===== src/rtl/decoder24_arbiter.sv =====
// decoder24_arbiter: round-robin owner of a shared 2-to-4 decoder, break-before-make with bounded hold
module decoder24_arbiter #(
   parameter int HOLD_MAX = 8
) (
   input  logic       clk,
   input  logic       rst_n,
   input  logic [3:0] req,
   output logic [3:0] gnt,
   output logic       sel_a,
   output logic       sel_b,
   output logic       en_n,
   output logic       busy
);
   localparam int CW = $clog2(HOLD_MAX + 1);
   typedef enum logic [1:0] {IDLE, GRANT, RELEASE} state_t;
   state_t state, state_nx;
   logic [1:0] cur, cur_nx, last, last_nx, win;
   logic [CW-1:0] cnt, cnt_nx;
   // descending scan so the nearest requester after last overrides farther ones
   always_comb begin
      win = last;
      for (int k = 4; k >= 1; k--) if (req[last + 2'(k)]) win = last + 2'(k);
   end
   always_comb begin
      state_nx = state;
      cur_nx = cur;
      last_nx = last;
      cnt_nx = cnt;
      if (state == GRANT) begin
         if (!req[cur] || cnt == CW'(HOLD_MAX)) begin
            state_nx = RELEASE;
            last_nx = cur;
         end else cnt_nx = cnt + CW'(1);
      end else if (|req) begin
         state_nx = GRANT;
         cur_nx = win;
         cnt_nx = CW'(1);
      end else state_nx = IDLE;
   end
   always_ff @(posedge clk) begin
      if (!rst_n) begin
         state <= IDLE;
         cur <= 2'd0;
         last <= 2'd3;
         cnt <= '0;
      end else begin
         state <= state_nx;
         cur <= cur_nx;
         last <= last_nx;
         cnt <= cnt_nx;
      end
   end
   assign busy = state == GRANT;
   assign gnt = busy ? 4'b0001 << cur : 4'b0000;
   assign {sel_a, sel_b} = cur;
   assign en_n = !busy;
endmodule

===== config.mk =====
export PLATFORM = sky130hd
export DESIGN_NAME = decoder24_arbiter
export DESIGN_NICKNAME = d
export VERILOG_FILES = /design/src/rtl/decoder24_arbiter.sv
export SDC_FILE = /design/constraint.sdc
export NUM_CORES = 1
export LEC_CHECK = 0
export CAP_MARGIN = 20
export CORE_AREA = 2 2 39 41
export DETAILED_ROUTE_END_ITERATION = 10
export DIE_AREA = 0 0 41 43
export GPL_TIMING_DRIVEN = 0
export PLACE_DENSITY_LB_ADDON = 0.05
export SLEW_MARGIN = 0
export SYNTH_ARGS = -nofsm -noshare
export SYNTH_HDL_FRONTEND = slang
export SYNTH_SLANG_ARGS = --single-unit
export TNS_END_PERCENT = 50

===== constraint.sdc =====
create_clock -name clk -period 1.8 [get_ports clk]
set_input_delay 0.36 -clock clk [delete_from_list [all_inputs] [get_ports clk]]
set_output_delay 0.36 -clock clk [all_outputs]
set_load 0.01 [all_outputs]

# Word-level counts from Yosys, hierarchy flattened

Index checks and enable logic that the tools add are counted.

Logic and storage cells: 44
Register bits after elaboration: 10
Input bits: 6

Bitwise gates (word level): 1
Equal/unequal tests: 4
Order comparisons: 4
Add/sub/neg operators: 4
Mux-type cells: 18
Shift-type cells: 1
Reduce and logical (&&, ||, !) cells: 8

Operator list:

| cell                  | number |
|---|---|
| $mux W4               | 4 |
| $lt A2 B3 Y1 const B  | 4 |
| $mux W2               | 5 |
| $bmux W1 S2           | 4 |
| $reduce_and A2 Y1     | 3 |
| $mux W1               | 5 |
| $add A2 B2 Y2 const B | 2 |
| $add A4 B1 Y4 const B | 1 |
| $eq A4 B4 Y1 const B  | 1 |
| $reduce_or A4 Y1      | 1 |
| $shl A1 B2 Y4 const A | 1 |
| $add A2 B1 Y2 const B | 1 |
| $eq A2 B1 Y1 const B  | 1 |
| $logic_not A1 Y1      | 2 |
| $ne A2 B1 Y1 const B  | 1 |
| $ne A2 B2 Y1 const B  | 1 |
| $reduce_bool A2 Y1    | 1 |
| $logic_or A1 B1 Y1    | 1 |
| $not A1 Y1            | 1 |

# Logic depth before layout (Yosys ltp)

Depth after elaboration: 6
Depth in mapped cells: 6
Mapped depth without buffers: 6

# Worst setup path before layout

Ideal clock, no wire load.

Kind: reg-to-reg
From: register cur[0]
To: register last[1]
Path slack: 0.217 ns
Period minus slack after synthesis: 1.583 ns
Arrival time: 1.455 ns
Stages on the path, launching flop included: 5
Data required time: 1.672 ns
Path buffers: 0
Cell sequence: dfxtp_1 > mux4_2 > a21oi_2 > mux2i_1 > nand2_1

Word-level cells in the longest chain between the ends: 5

Ends and longest elaborated chain:

| what                               | RTL line | RTL |
|---|---|---|
| start: declaration                 | 17       | `logic [1:0] cur, cur_nx, last, last_nx, win;` |
| start signal: assignment           | 48       | `cur <= cur_nx;` |
| $bmux W1 S2                        | 30       | `if (!req[cur] \|\| cnt == CW'(HOLD_MAX)) begin` |
| $mux W1 (implied by the code)      | 30       |  |
| $logic_not A1 Y1                   | 30       |  |
| $logic_or A1 B1 Y1                 | 30       |  |
| $reduce_and A2 Y1 (no source line) | -        |  |
| end signal: assignment             | 49       | `last <= last_nx;` |
| end: declaration                   | 17       |  |

No other way between the ends. The select of a mux whose other input is x is not followed.
A chain may end at the register's enable or synchronous reset.

# Worst setup path after layout

From: register state[1]
To: output busy

Word-level cells in the longest chain between the ends: 1

Ends and longest elaborated chain:

| what                     | RTL line | RTL |
|---|---|---|
| start: declaration       | 16       | `state_t state, state_nx;` |
| start signal: assignment | 47       | `state <= state_nx;` |
| $eq A2 B1 Y1             | 53       | `assign busy = state == GRANT;` |
| end: declaration         | 12       | `output logic busy` |

No other way between the ends.

==> results.py <==
metrics = {
    "outcome": {
        "status": "finished, final reports clean",
    },
    "sta": {
        "final-hold-violation-count": 0,
        "period_minus_slack_ns": 1.76,
        "fin_crit_sh_pct": 98.0,
        "rsz0062_at_grt": "false",
        "worst_pin_slew_ns": 0.520,
        "final_max_slew_viol_count": 0,
        "setup_viol": 0,
        "timing.slew.headroom_pct": 65.2,
        "worst_slack_ns": 0.0367,
        "clock-skew-final_ns": 0.00327,
        "max_freq_mhz": 567,
    },
    "synthesis": {
        "postSynthAreaPerCell_um2": 9.03,
        "synth-xor-area-share_pct": 2.99,
        "synth_warnings": 0,
        "syn-num-nets": 73,
        "synth.ff_latch_count": 10,
        "synth_fa_ha_area_share_pct": 4.26,
        "synthCells": 65,
        "synth.distinct_cells": 33,
        "synth.cell_area_um2": 587,
        "yosysSeqAreaShare_pct": 34.1,
        "synth_top_family_by_area": "compound AO/OA/AOI/OAI gates",
        "synth_mux_area_share_pct": 7.46,
        "synth-compound-area-share_pct": 23.7,
        "yosys.area_share.simple_pct": 22.8,
    },
    "floorplanning": {
        "core_region_area_um2": 1380,
        "die_area_um2": 1760,
        "rows": 14,
        "ios": 14,
        "die_h_um": 43,
        "initial_core_util_pct": 42.4,
        "die-width_um": 41,
    },
    "global_routing": {
        "antenna_found_initial": 0,
        "grt_use_total_pct": 17.0,
        "grt_first_pass_wirelength_um": 2040,
        "grt_max_degree": 11,
        "grt.overflow.total": 0,
        "grt_pass1_vias": 481,
    },
    "power": {
        "vdd_drop_max_uv": 592,
        "power_density_nw_per_um2": 828,
        "combPwrFrac_pct": 28.5,
        "switching_share_pct": 29.6,
        "power_switching_uw": 192,
        "power_uw": 649,
        "pwr-share-seq_pct": 40.2,
        "leakage_uw": 0.000354,
        "power.internal_uw": 457,
        "p_clk_share_pct": 31.3,
    },
    "cells_and_area": {
        "syn_to_final_growth_pct": 33.5,
        "final_cells": 98,
        "nNetsFinal": 91,
        "utilization_pct": 56.6,
        "final_common_cell": "dfxtp_1",
        "layout-drive-gt1-share_pct": 17.1,
        "diodes": 0,
        "final_cell_mix": "dfxtp_1, nand2_1, dlygate4sd2_1, clkdlybuf4s50_1",
    },
    "worst_setup_path": {
        "endpoint_kind": "primary output",
        "critPathMaxFanout": 6,
        "critPathLaunchType": "flip-flop",
        "worstPathArrival_ns": 1.40,
        "r2r-start": "cur[0]",
        "r2r-end": "last[1]",
        "required_ns": 1.44,
        "reg2reg_depth": 4,
        "criticalPathCategory": "flip-flop to primary output",
        "reg2reg_slack_ns": 0.15,
    },
    "detailed_routing": {
        "firstDrtPassIters": 4,
        "routed_via_density": 5.24,
        "vias": 514,
        "routedWlPerCell_um": 12.9,
        "drtIter0Drc": 7,
        "routed_wl_um": 1260,
        "postRouteAntennaNets": 0,
        "drcViolationCount": 0,
    },
    "clocking": {
        "cts_tree": "done",
        "cts_setup_buffers": 0,
        "cts_root_buf": "clkbuf_4",
        "htree_levels": 1,
        "cts_num_sinks": 10,
        "clk_latency_ns": 0.27,
        "cts_buffer_depth": 2,
        "cts_buffers": 3,
        "cts.clk_slew.worst_paths_ns": 0.07,
    },
    "hold_path": {
        "hold_path.class": "flip-flop to flip-flop",
        "hp-start": "cnt[1]",
        "hold_depth": 2,
        "hold_end": "cnt[1]",
    },
    "place": {
        "routabilityCongestion": 0.761,
        "dpl.hpwl_um": 907,
        "placed_cells": 94,
        "pre_cts_slack_ns": -0.338,
        "portBuffers": 13,
    },
    "flow_run": {
        "max_cap_violations": 0,
    },
}
[worst max-delay path, stage by stage, from the launching register on]
cell and delay [ns]:
dfxtp_1 0.30, nand2b_4 0.18, inv_2 0.10, clkdlybuf4s50_1 0.56
[Yosys cell counts (all sizes together)]
| cell type | count | share of area (%) |
|---|---|---|
| mux2 | 1 | 1.9 |
| nor3 | 1 | 0.85 |
| ha | 2 | 4.3 |
| nand3b | 1 | 1.3 |
| o311a | 1 | 1.7 |
| inv | 5 | 3.2 |
| nand2b | 3 | 3.6 |
| o41ai | 1 | 4.7 |
| a2bb2oi | 1 | 1.5 |
| dfxtp | 10 | 34 |
| clkbuf | 1 | 0.64 |
| nor3b | 1 | 1.3 |
| xor2 | 2 | 3.0 |
| o21ai | 4 | 3.4 |
| a211oi | 1 | 1.3 |
| nand2 | 6 | 3.8 |
| o221ai | 1 | 1.5 |
| o31ai | 1 | 1.3 |
| and3 | 1 | 1.1 |
| nand3 | 2 | 1.7 |
| a21boi | 1 | 1.3 |
| o211a | 1 | 1.7 |
| and2 | 3 | 3.4 |
| buf | 1 | 0.85 |
| nand4 | 3 | 3.2 |
| a31o | 2 | 3.0 |
| mux4 | 1 | 3.8 |
| mux2i | 1 | 1.7 |
| nor2 | 4 | 2.6 |
| a21oi | 2 | 2.3 |
[logic make-up after synthesis]
| logic type | after synthesis |
|---|---|
| AOI/OAI and AO/OA | 16 |
| xor gates and xnor gates | 2 |
| adders and majority gates | 2 |
| buffers and inverters | 7 |
| DFF | 10 |
| muxes | 3 |
| and+or+nand+nor | 25 |
[power groups by stage]
stage                     combinational, uW  clock, uW  sequential (uW)
final                                   185        203              261
after global placement                  185          0              265
after CTS                               183        210              261
after global routing                    204        222              266
after detailed placement                185          0              265
after floorplan                         110          0              264
[timing repair]
item	CTS	global route
hold buffers	0	0
endpoints found under the hold margin	0	0
setup endpoints to repair	6	1
resized for setup	8	3
[through the flow]
stage	hold WS, ns	cell area (um^2)	TNS, ns
6_report	0.505	783	0
5_1_grt	0.581	783	0
3_5_place_dp	0.500	737	-1.79
3_3_place_gp	0.501	737	-1.65
4_1_cts	0.510	771	0
2_1_floorplan	0.477	587	0
[routing by layer]
layer | vias up | share of wire (%) | GRT usage [%]
li1 | 271 | - | -
met2 | 15 | 47 | 25.6
met5 | - | 0 | 0
met3 | 2 | 6.2 | 4.71
met1 | 226 | 45 | 22.5
met4 | 0 | 1.5 | 6.00
[layout make-up]
type	instances	area (um^2)
tap	16	20.0
sequential	10	200
buffer	2	8.76
clock buffer	4	36.3
timing repair buffer	13	128
fill	138	601
multi-input combinational	48	372
inverter	5	18.8
[worst max path at each step]
stage / endpoint / slack, ns / from / depth (start not counted)
after floorplan: last[1] / 0.22 / cur[0] / 4
after global placement: last[1] / -0.31 / req[3] / 5
after detailed placement: last[1] / -0.34 / req[3] / 5
after CTS: last[1] / 0.008 / req[2] / 5
after global routing: busy / 0.00001 / state[1] / 3
final: busy / 0.04 / state[1] / 3
[flip-flops by register name (all words and copies together), names as in the netlist]
signal / flops
cnt: 4
cur: 2
last: 2
state: 2
Note: power is estimated with default switching activity, not from simulation.
